### src/rtl/seg7_pkg.sv
// Shared constants and types for the multiplexed 4-digit seven-segment driver.
package seg7_pkg;

    localparam int NUM_DIGITS       = 4;
    localparam int PRESCALE_DEFAULT = 100000;

    // Active-low cathode patterns {g,f,e,d,c,b,a}, indexed by hex value.
    localparam logic [15:0][6:0] SEG_HEX = {
        7'b0001110,  // F
        7'b0000110,  // E
        7'b0100001,  // d
        7'b1000110,  // C
        7'b0000011,  // b
        7'b0001000,  // A
        7'b0010000,  // 9
        7'b0000000,  // 8
        7'b1111000,  // 7
        7'b0000010,  // 6
        7'b0010010,  // 5
        7'b0011001,  // 4
        7'b0110000,  // 3
        7'b0100100,  // 2
        7'b1111001,  // 1
        7'b1000000   // 0
    };

    localparam logic [6:0] SEG_OFF = 7'b1111111;

    typedef struct packed {
        logic [4*NUM_DIGITS-1:0] digits;
        logic [NUM_DIGITS-1:0]   blank;
        logic [NUM_DIGITS-1:0]   dp;
    } disp_t;

    localparam disp_t DISP_RESET = '{digits: '0, blank: '1, dp: '0};

endpackage

### src/rtl/seg7_hex_decode.sv
// Combinational hex nibble to active-low seven-segment pattern.
module seg7_hex_decode
    import seg7_pkg::*;
(
    input  logic [3:0] hex,
    output logic [6:0] seg
);

    assign seg = SEG_HEX[hex];

endmodule

### src/rtl/seg7_scan_driver.sv
// Time-multiplexed 4-digit seven-segment scanner with frame-aligned double buffering.
module seg7_scan_driver
    import seg7_pkg::*;
#(
    parameter int PRESCALE = PRESCALE_DEFAULT
) (
    input  logic        clk_in,
    input  logic        reset,
    input  logic        load,
    input  logic [15:0] digits_in,
    input  logic [3:0]  blank_in,
    input  logic [3:0]  dp_in,
    output logic [3:0]  an,
    output logic [6:0]  seg,
    output logic        dp,
    output logic        load_ack,
    output logic        frame_done
);

    localparam int          CW = $clog2(PRESCALE);
    localparam logic [CW-1:0] TC = CW'(PRESCALE - 1);

    logic [CW-1:0] count;
    logic          tick;
    logic          boundary;
    logic [1:0]    idx;
    disp_t         active;
    disp_t         pending;
    logic          pending_valid;

    logic [3:0]    nib;
    logic [6:0]    seg_hex;
    logic          blank_cur;
    logic [3:0]    an_nxt;
    logic [6:0]    seg_nxt;
    logic          dp_nxt;

    assign tick     = (count == TC);
    assign boundary = tick && (idx == 2'd3);

    always_ff @(posedge clk_in) begin
        if (reset) begin
            count <= '0;
            idx   <= 2'd0;
        end else if (tick) begin
            count <= '0;
            idx   <= idx + 2'd1;
        end else begin
            count <= count + 1'b1;
        end
    end

    // A load on the boundary cycle still stages; the apply uses the older pending.
    always_ff @(posedge clk_in) begin
        if (reset) begin
            active        <= DISP_RESET;
            pending       <= '0;
            pending_valid <= 1'b0;
            load_ack      <= 1'b0;
            frame_done    <= 1'b0;
        end else begin
            load_ack   <= boundary && pending_valid;
            frame_done <= boundary;
            if (boundary && pending_valid)
                active <= pending;
            if (load) begin
                pending       <= '{digits: digits_in, blank: blank_in, dp: dp_in};
                pending_valid <= 1'b1;
            end else if (boundary) begin
                pending_valid <= 1'b0;
            end
        end
    end

    assign nib = active.digits[{idx, 2'b00} +: 4];

    seg7_hex_decode u_hex_decode (
        .hex (nib),
        .seg (seg_hex)
    );

    always_comb begin
        blank_cur = active.blank[idx];
        an_nxt    = 4'b1111;
        seg_nxt   = SEG_OFF;
        dp_nxt    = 1'b1;
        if (!blank_cur) begin
            an_nxt  = ~(4'b0001 << idx);
            seg_nxt = seg_hex;
            dp_nxt  = ~active.dp[idx];
        end
    end

    always_ff @(posedge clk_in) begin
        if (reset) begin
            an  <= 4'b1111;
            seg <= SEG_OFF;
            dp  <= 1'b1;
        end else begin
            an  <= an_nxt;
            seg <= seg_nxt;
            dp  <= dp_nxt;
        end
    end

endmodule

### config.mk
export PLATFORM = sky130hd
export DESIGN_NAME = seg7_scan_driver
export DESIGN_NICKNAME = d
export VERILOG_FILES = /design/src/rtl/seg7_pkg.sv /design/src/rtl/seg7_hex_decode.sv /design/src/rtl/seg7_scan_driver.sv
export SDC_FILE = /design/constraint.sdc
export NUM_CORES = 1
export LEC_CHECK = 0
export CORE_AREA = 4 4 95 97
export DETAILED_ROUTE_END_ITERATION = 7
export DIE_AREA = 0 0 99 101
export PLACE_DENSITY_LB_ADDON = 0.3
export SLEW_MARGIN = 20
export SYNTH_ARGS = -nofsm -noshare
export SYNTH_HDL_FRONTEND = slang
export SYNTH_SLANG_ARGS = --single-unit
### constraint.sdc
create_clock -name clk_in -period 2.4 [get_ports clk_in]
set_input_delay 0.48 -clock clk_in [delete_from_list [all_inputs] [get_ports clk_in]]
set_output_delay 0.48 -clock clk_in [all_outputs]
set_load 0.005 [all_outputs]
Word level (Yosys, flattened, before mapping)
Memories as Yosys holds them, arrays and structs flattened. A register that Yosys moved wholly into a read port is not among the register bits.
Cells that the tools add are included.
{"block": "word_totals", "input_bits": 27, "out_inout_bits": 14, "ff_bits": 75, "rom_bits": 112, "n_memories": 1}
{"block": "op_classes", "eq_ne": 2, "n_mux": 6, "reduce_logical": 5, "bitwise_logic": 2, "shift": 2, "add_sub_neg": 2, "magnitude_cmp": 1}
{"memory": "(no name shown)", "depth": 16, "word_bits": 7, "read_ports": 1, "rd_clocked_by_memory_dff": 1, "write_ports": 0, "line": "seg7_hex_decode.sv:9", "source": "assign seg = SEG_HEX[hex];"}
{"op": "17-bit by 1-bit adder with 17-bit output (second input constant)", "n": 1}
{"op": "17-bit equality test (second input constant)", "n": 1}
{"op": "16-bit by 5-bit indexed part select with 4-bit output", "n": 1}
{"op": "1-bit binary-select mux with 2-bit select", "n": 2}
{"op": "1-bit two-way mux", "n": 4}
{"op": "4-bit NOT", "n": 1}
{"op": "2-bit OR reduction", "n": 2}
{"op": "1-bit by 2-bit left shift with 4-bit output (first input constant)", "n": 1}
{"op": "2-bit by 3-bit less-than comparator with 1-bit output (second input constant)", "n": 1}
{"op": "2-bit by 1-bit adder with 2-bit output (second input constant)", "n": 1}
{"op": "2-bit equality test (second input constant)", "n": 1}
{"op": "1-bit logical AND", "n": 2}
{"op": "2-bit nonzero test", "n": 1}
{"op": "1-bit NOT", "n": 1}

Depth between registers and ports, before layout
Gate-level depths: netlist of the first run.
{"block": "depth", "word_depth": 4, "mapped_depth": 8, "depth_no_buf": 7}

Cells and area by module
A second synthesis of the first run with hierarchy kept.
{"block": "hier_totals", "hier_cells": 373, "area_unflattened_um2": 3527.1}
{"module": "seg7_scan_driver", "seq_area_each_um2": 1641.6, "instances": 1, "cells_per_inst": 340, "area_each_um2": 3253.1}
{"module": "seg7_hex_decode", "seq_area_each_um2": 0.0, "instances": 1, "cells_per_inst": 33, "area_each_um2": 274.0}

Worst setup path after synthesis of the first run
Ideal clock, no wire load.
{"block": "synth_timing", "kind": "reg-to-reg", "startpoint": "reg idx[1]", "endpoint": "reg seg[1]", "arrival_time_ps": 1733, "path_stages_with_launch": 7, "n_path_buf": 1, "slack_ps": 537, "cell_sequence": "dfxtp_1 -> buf_2 -> mux4_2 -> inv_1 -> ha_1 -> o211ai_1 -> o211ai_1"}
{"block": "synth_via", "elab_chain_len": 3}
{"element": "start, declared", "line": "seg7_scan_driver.sv:26", "source": "logic [1:0] idx;"}
{"element": "start signal, assigned", "line": "seg7_scan_driver.sv:47", "source": "idx <= idx + 2'd1;"}
{"element": "branches (longest 3 deep; another with 16-bit by 5-bit indexed part select with 4-bit output)"}
{"element": "end, declared", "line": "seg7_scan_driver.sv:14", "source": "output logic [6:0] seg,"}
Parallel ways; which one is timed is not known. The select of a mux whose other input is x is not followed.
A chain may end at the register's enable or synchronous reset.

Worst setup path in the final report of the first run
{"block": "layout_timing", "startpoint": "reg count[0]", "endpoint": "reg active[23] in the netlist's numbering"}
{"block": "layout_via", "elab_chain_len": 3}
{"element": "start, declared", "line": "seg7_scan_driver.sv:23", "source": "logic [CW-1:0] count;"}
{"element": "start signal, assigned", "line": "seg7_scan_driver.sv:49", "source": "count <= count + 1'b1;"}
{"element": "17-bit equality test", "line": "seg7_scan_driver.sv:38", "source": "assign tick = (count == TC);"}
{"element": "1-bit logical AND", "line": "seg7_scan_driver.sv:39", "source": "assign boundary = tick && (idx == 2'd3);"}
{"element": "1-bit logical AND", "line": "seg7_scan_driver.sv:64", "source": "if (boundary && pending_valid)"}
{"element": "end signal, assigned", "line": "seg7_scan_driver.sv:65", "source": "active <= pending;"}
{"element": "end, declared", "line": "seg7_scan_driver.sv:27", "source": "disp_t active;"}
No other way between the ends.

==> results of run 1 <==
path summary, 6_finish.rpt:
| path | to | cells after the start | slack [ns] |
|---|---|---|---|
| hold reg to reg | count[0] | 1 | 0.44 |
| setup / recovery | active[23] | 5 | 0.43 |
| setup reg to reg | active[23] | 5 | 0.43 |
| hold / removal | pending[7] | 2 | 0.37 |
cells in the final DEF, fill, tap and decap left out, types with 2 or more instances in the layout:
master / Yosys / final
nand4_1: 5 / 5
xnor2_1: 2 / 2
nor2_1: 48 / 48
or4_1: 5 / 5
dfxtp_1: 82 / 82
o31ai_1: 5 / 5
nand2b_1: 42 / 42
mux2i_1: 52 / 52
bufinv_16: 0 / 2
nor4bb_1: 2 / 2
o211ai_1: 2 / 2
mux4_2: 6 / 6
nand2_1: 11 / 11
and4_1: 2 / 2
inv_1: 11 / 11
nand3_1: 5 / 5
and3_1: 3 / 3
a21oi_1: 8 / 8
clkbuf_8: 0 / 9
xor2_1: 8 / 8
o221ai_2: 2 / 2
buf_4: 1 / 7
ha_1: 11 / 11
clkdlybuf4s50_1: 0 / 39
cell type report:
| class | count | area [um2] | share of cell area (%) |
|---|---|---|---|
| multi-input combinational | 236 | 1760 | 41.6 |
| tap | 105 | 131 | 3.10 |
| clock inverter | 6 | 90.1 | 2.12 |
| sequential | 82 | 1640 | 38.7 |
| timing repair buffer | 47 | 448 | 10.6 |
| clock buffer | 10 | 128 | 3.01 |
| inverter | 11 | 41.3 | 0.973 |
synthesized netlist by cell type (5+ instances only):
| cell | instances | area [um2] |
|---|---|---|
| inv_1 | 11 | 41.3 |
| ha_1 | 11 | 138 |
| nor2_1 | 48 | 180 |
| nand2_1 | 11 | 41.3 |
| a21oi_1 | 8 | 40.0 |
| xor2_1 | 8 | 70.1 |
| nand2b_1 | 42 | 263 |
| dfxtp_1 | 82 | 1640 |
| nand3_1 | 5 | 25.0 |
| buf_2 | 8 | 40.0 |
| or4_1 | 5 | 37.5 |
| clkbuf_1 | 10 | 37.5 |
| mux2i_1 | 52 | 521 |
| nand4_1 | 5 | 31.3 |
| o31ai_1 | 5 | 37.5 |
| mux4_2 | 6 | 135 |
where the power goes:
| part | total [mW] | switching (mW) | internal [mW] |
|---|---|---|---|
| Clock | 1.09 | 0.496 | 0.590 |
| Sequential | 1.40 | 0.0160 | 1.39 |
| Combinational | 0.142 | 0.0603 | 0.0820 |
| Total | 2.63 | 0.572 | 2.06 |
metrics by stage:
stage	utilization, %	setup WS, ns	instances	instance area (um2)
final	52.2	0.434	497	4240
after CTS	52.2	0.425	497	4240
after global placement	49.5	0.496	481	4030
after global routing	52.2	0.227	497	4240
after detailed placement	49.5	0.428	481	4030
after floorplan	-	0.537	354	3630
state kept, by name, summed over array words and instances, names as in the netlist:
register and flops:
seg 7, count 17, dp 1, active 24, pending 24, load_ack 1
frame_done 1, idx 2, an 4, pending_valid 1
cells by family after synthesis:
logic type	share of synthesized area (%)
AO/OA/AOI/OAI	4.83
multiplexers	18.1
XOR/XNOR	2.42
flip-flops	45.3
AND/OR/NAND/NOR	19.5
buffers and inverters	6.07
adder cells (fa/ha/maj)	3.80
routing by layer:
metal  routed length, um  part of all wire, %
met4                 102                  1.6
met2                2970                   46
met5                   0                    0
met1                3090                   48
met3                 257                  4.0
==> results.txt, run 1 <==
----------------------------------------------------
[STA]
  Hold WS ... ~0.37 ns
  Slew @ Worst Pin ... roughly 0.50 ns
  Final max-slew violation count ... 0
  Hold Fails Final Rpt ... 0
  Final Setup Violations ... 0
  Accumulated negative setup slack ... 0 ns
  Peak clock frequency supported by timing ... a little over 0.5 GHz
  Post-layout min period ... 1.97 ns
  Final period util ... 81.9%
  Fin Clk Skew ... ~0.011 ns
  Unrepaired setup endpoints after global routing ... false
  Max-Slew Margin vs Limit ... around two thirds

[Global route]
  Wire length of the first global-routing pass ... 11.1 mm
  Pin count of the biggest net entering global routing ... 47
  GR Util met3 ... 3.67%
  Antenna violations before repair ... 0
  Grt peak-use layer ... met2
  Met1 usage in global routing ... roughly 18%
  Overall global routing resource usage ... between 10% and 20%
  Met2 track demand over resource in global routing ... between 20% and 30%
  Leftover overflow at the end of global routing ... 0
  Via count of the first global-routing pass ... ~2400

[Floorplan]
  Effective utilization at floorplan ... between 40% and 50%
  Area of the core ... 0.00813 mm2
  Count of pins on the block boundary ... approximately 40
  DIE AREA ... about 0.010 mm2
  Die Y-Extent ... between 100 and 150 um
  Floorplan die width ... 99 um
  Standard-cell rows ... 33

[Place]
  Count of buffers from port buffering ... 40
  HPWL after detailed placement ... about 4.5 mm
  GPL Wtd Cong ... slightly below 0.8

[Worst setup path]
  Crit path buffers/inverters ... 0
  Maximum cell stage delay along the critical path ... approximately 0.51 ns
  Slowest cell on crit path ... and3_4
  Library cell appearing most often on the critical path ... and4_1
  Category of the most critical setup path ... reg -> reg
  Critical path data required time ... around 2.7 ns
  Critical path cell sequence ... ha_1 -> and4_1 -> and4_1 -> and3_4 -> mux2i_1
  Critical path startpoint ... count[0]
  Type of element launching the critical path ... register
  Critical path endpoint category ... register
  Top Family by Delay on Critical Path ... simple AND/OR/NAND/NOR gates
  R2R Path Start ... count[0]
  Critical path data arrival time ... ~2.2 ns
  Maximum fanout along the worst path ... 24

[Pwr]
  IR drop worst, VDD ... ~330 uV
  Final Total Pwr ... 2.63 mW
  Leakage power figure ... 1.52 nW
  Cell Pwr Density ... just over 600 mW/mm2

[Cells and area]
  Net count of the finished layout ... roughly 430
  Layout cell share with drive strength beyond 1 ... 8.93%
  Fillcell total ... around 730
  Final antenna diode count ... 0
  Area added between synthesis and finish ... 17.0%

[Clock tree]
  Count of instances resized after the clock tree is built ... 0
  CTS tree ... yes
  Number of levels in the clock H-tree ... 3
  Number of hold buffers added after cts ... 0
  Clock Pin Slew Worst Setup and Hold Paths ... 0.08 ns
  Number of buffers on the longest clock path ... 2
  Worst-skew pair later-pin latency ... around 0.35 ns
  Post-CTS setup-driven buffer insertion count ... 0
  Root Driver ... clkbuf_8
  TritonCTS sink count ... 82
  Clock buffers created by TritonCTS ... 9

[Job]
  Max-cap violations ... 0

[Synthesis]
  Mapped Nets ... roughly 390
  Ys flop type ... dfxtp_1
  Area of the mapped netlist ... around 0.0036 mm2
  Post-synthesis instance total ... 354
  Post-synth EDFFs ... 0
  Flip-flop and latch count after synthesis ... approximately 80
  Number of distinct standard cells referenced by the synthesized netlist ... 42
  Async SR Flop Fraction ... 0%
  Sequential cell area fraction in the yosys report ... between 40% and 50%
  Syn avg cell area ... about 10 um2
  Count of warnings emitted by yosys ... 0

[Route]
  Detailed Route WL ... between 6 and 7 mm
  Total DRC errors in the routed layout ... 0
  Post-detailed-route count of antenna-violating nets ... 0
  Post-detailed-route wirelength per cell ... between 10 and 15 um
  Number of vias after detailed routing ... 2444
  Number of vias per cell after detailed routing ... between 4 and 5
  Number of DRC markers after the initial detailed-route iteration ... 74
  Initial DRT Pass Iterations ... 4

[Worst hold path]
  Classification of the worst-slack hold path ... in -> reg
  Hold path startpoint ... reset

[Outcome]
  Outcome ... finished clean

----------------------------------------------------
(Power assumes the default switching activity.)
==> run 2: changes to the inputs <==
==> constraint.sdc (replaced) <==
create_clock -name clk_in -period 2 [get_ports clk_in]
set_input_delay 0.4 -clock clk_in [delete_from_list [all_inputs] [get_ports clk_in]]
set_output_delay 0.4 -clock clk_in [all_outputs]
set_load 0.005 [all_outputs]
==> run 2 against run 1 <==
Effect of this change: cell area is 2.2% higher; fmax increased by 4.4%; power grew 27%; wire length increased by 6.2%; die area unchanged; worst setup slack worse by 0.32 ns; clock skew grew 0.0014 ns; worst hold slack better by 0.0056 ns; clock-buffer cell count unchanged; combinational power grew 25%.
==> results.txt, run 2 (synthesis results as in run 1) <==
----------------------------------------------------
[Outcome]
  Outcome ... finished clean (unchanged)

[Cells and area]
  Final antenna diode count ... 0 (unchanged)
  Area added between synthesis and finish ... 19.6% (was 17.0%)
  Regs by FF count ... active: 24 flops, pending: 24 flops, count: 17 flops (unchanged)
  Fillcell total ... 719 (was 731)
  Area occupied by multi-input gates ... 0.00178 mm2 (was 0.00176 mm2)
  Commonest non-fill, non-tap cell in the layout ... dfxtp_1 (unchanged)
  Layout cell share with drive strength beyond 1 ... 10.9% (was 8.93%)
  Commonest cells after routing, fill and taps aside ... dfxtp_1 (80), mux2i_1 (52), nor2_1 (48), nand2b_1 (42), clkdlybuf4s50_1 (39) (was dfxtp_1 (82), mux2i_1 (52), nor2_1 (48), nand2b_1 (42), clkdlybuf4s50_1 (39))
  Net count of the finished layout ... 429 (was 425)
  Register cell area after layout ... 0.00164 mm2 (about the same)

[Clock tree]
  Clock Pin Slew Worst Setup and Hold Paths ... 0.09 ns (was 0.08 ns)
  Number of levels in the clock H-tree ... 3 (unchanged)
  Number of hold buffers added after cts ... 0 (unchanged)
  Worst-skew pair later-pin latency ... 0.36 ns (was 0.35 ns)
  Number of buffers on the longest clock path ... 2 (unchanged)
  TritonCTS sink count ... 82 (unchanged)
  CTS tree ... yes (unchanged)
  Root Driver ... clkbuf_8 (unchanged)
  Clock buffers created by TritonCTS ... 9 (unchanged)

[Place]
  GPL Wtd Cong ... 0.900 (was 0.777)
  HPWL after detailed placement ... 4.67 mm (was 4.46 mm)
  Pre-CTS worst setup slack ... 0.0346 ns (was 0.428 ns)
  Count of buffers from port buffering ... 40 (unchanged)

[Route]
  Post-detailed-route count of antenna-violating nets ... 0 (unchanged)
  Initial DRT Pass Iterations ... 4 (unchanged)
  Number of DRC markers after the initial detailed-route iteration ... 100 (was 74)
  Number of vias after detailed routing ... 2535 (was 2444)
  Total DRC errors in the routed layout ... 0 (unchanged)
  Post-detailed-route wirelength per cell ... 13.6 um (was 12.9 um)
  Detailed Route WL ... 6.81 mm (was 6.41 mm)
  Number of vias per cell after detailed routing ... 5.06 (was 4.92)

[Worst setup path]
  Maximum cell stage delay along the critical path ... 0.58 ns (was 0.51 ns)
  Critical path endpoint category ... register (unchanged)
  Slowest cell on crit path ... mux4_2 (was and3_4)
  Critical path data arrival time ... 2.17 ns (was 2.24 ns)
  Type of element launching the critical path ... register (unchanged)
  Crit path buffers/inverters ... 1 (was 0)
  Critical path data required time ... 2.29 ns (was 2.68 ns)
  Category of the most critical setup path ... reg -> reg (unchanged)
  Maximum fanout along the worst path ... 6 (was 24)
  Top Family by Delay on Critical Path ... multiplexers (was simple AND/OR/NAND/NOR gates)
  Critical path cell sequence ... mux4_2 -> inv_1 -> ha_1 -> mux2i_1 -> nor4_1 -> a31oi_1 (was ha_1 -> and4_1 -> and4_1 -> and3_4 -> mux2i_1)

[Floorplan]
  Area of the core ... 0.00813 mm2 (unchanged)
  Effective utilization at floorplan ... 44.6% (unchanged)
  Floorplan die width ... 99 um (unchanged)
  Count of pins on the block boundary ... 41 (unchanged)
  DIE AREA ... 0.0100 mm2 (unchanged)
  Die Y-Extent ... 101 um (unchanged)
  Standard-cell rows ... 33 (unchanged)

[Global route]
  Met2 track demand over resource in global routing ... 23.8% (was 21.7%)
  Met1 usage in global routing ... 16.4% (was 17.8%)
  Wire length of the first global-routing pass ... 11.4 mm (was 11.1 mm)
  Overall global routing resource usage ... 14.3% (was 13.8%)
  Antenna violations before repair ... 0 (unchanged)
  Grt peak-use layer ... met2 (unchanged)
  Pin count of the biggest net entering global routing ... 51 (was 47)
  Leftover overflow at the end of global routing ... 0 (unchanged)
  GR Util met3 ... 4.50% (was 3.67%)
  Via count of the first global-routing pass ... 2519 (was 2409)

[Pwr]
  Leakage power figure ... 1.57 nW (was 1.52 nW)
  IR drop worst, VDD ... 337 uV (was 334 uV)
  Cell Pwr Density ... 773 mW/mm2 (was 620 mW/mm2)
  Final Total Pwr ... 3.35 mW (was 2.63 mW)

[STA]
  Fin Clk Skew ... 0.0120 ns (was 0.0107 ns)
  Hold WS ... 0.379 ns (was 0.373 ns)
  Max-Slew Margin vs Limit ... 75.7% (was 66.4%)
  Slew @ Worst Pin ... 0.363 ns (was 0.504 ns)
  Final period util ... 94.2% (was 81.9%)
  Post-layout min period ... 1.88 ns (was 1.97 ns)
  Post-route setup slack ... 0.117 ns (was 0.434 ns)
  Unrepaired setup endpoints after global routing ... false (unchanged)
  Accumulated negative setup slack ... 0 ns (unchanged)
  Hold Fails Final Rpt ... 0 (unchanged)
  Peak clock frequency supported by timing ... 0.531 GHz (was 0.509 GHz)
  Final Setup Violations ... 0 (unchanged)
  Final max-slew violation count ... 0 (unchanged)

[Worst hold path]
  Classification of the worst-slack hold path ... in -> reg (unchanged)

[Job]
  Max-cap violations ... 0 (unchanged)

----------------------------------------------------
[run 2: layout make-up]
cell class / instances / share of cell area [%]
multi-input combinational: 237 / 40.9
sequential: 82 / 37.9
timing repair buffer: 50 / 11.4
clock buffer: 10 / 3.17
tap: 105 / 3.03
clock inverter: 6 / 2.60
inverter: 11 / 0.952
[run 2: metal layers]
layer / wire length (um) / vias to the layer above
met2: 3290 / 51
met1: 3030 / 1194
met4: 155 / 0
met5: 0 / -
li1: - / 1278
met3: 336 / 12
[run 2: final timing paths]
kind / start / to / slack, ns / cells past startpoint
setup / recovery: idx[1] / seg[3] / 0.12 / 6
hold / removal: reset / pending[3] / 0.38 / 2
setup reg to reg: idx[1] / seg[3] / 0.12 / 6
hold reg to reg: count[0] / count[0] / 0.44 / 1
[run 2: per-stage QoR]
| stage | cell area [um2] | instances | util (%) |
|---|---|---|---|
| 2_1_floorplan | 3630 | 354 | - |
| 3_3_place_gp | 4070 | 483 | 50.0 |
| 3_5_place_dp | 4070 | 483 | 50.0 |
| 4_1_cts | 4320 | 499 | 53.1 |
| 5_1_grt | 4340 | 501 | 53.3 |
| 6_report | 4340 | 501 | 53.3 |
[run 2: worst register-to-register path, delay by kind of cell (launching register included)]
kind            cells  cell delay, ns
mux                 2            0.77
fa+ha+maj           1            0.27
buf+inv             1            0.16
simple gates        1            0.07
flops               1            0.41
compound gates      1            0.14
[run 2: report_power, final]
| part | switching [mW] | leakage, nW | internal [mW] |
|---|---|---|---|
| Clock | 0.619 | 0.127 | 0.868 |
| Sequential | 0.0200 | 0.668 | 1.67 |
| Combinational | 0.0734 | 0.780 | 0.105 |
| Total | 0.713 | 1.57 | 2.64 |
[run 2: what timing repair did]
item / in CTS / in global routing
setup buffers: 0 / 1
endpoints found under the hold margin: 0 / 0
resized for setup: 1 / 3
gates cloned: 0 / 1
pin swaps: 0 / 1
endpoints found under the setup margin: 1 / 14
==> run 3: changes to the inputs <==
--- a/config.mk
+++ b/config.mk
@@ -8,6 +8,7 @@
 export CORE_AREA = 4 4 95 97
 export DETAILED_ROUTE_END_ITERATION = 7
 export DIE_AREA = 0 0 99 101
+export GPL_ROUTABILITY_DRIVEN = 0
 export PLACE_DENSITY_LB_ADDON = 0.3
 export SLEW_MARGIN = 20
 export SYNTH_ARGS = -nofsm -noshare
==> results of run 3 <==
No change in the layout: final DEF, timing and power equal those of run 2.
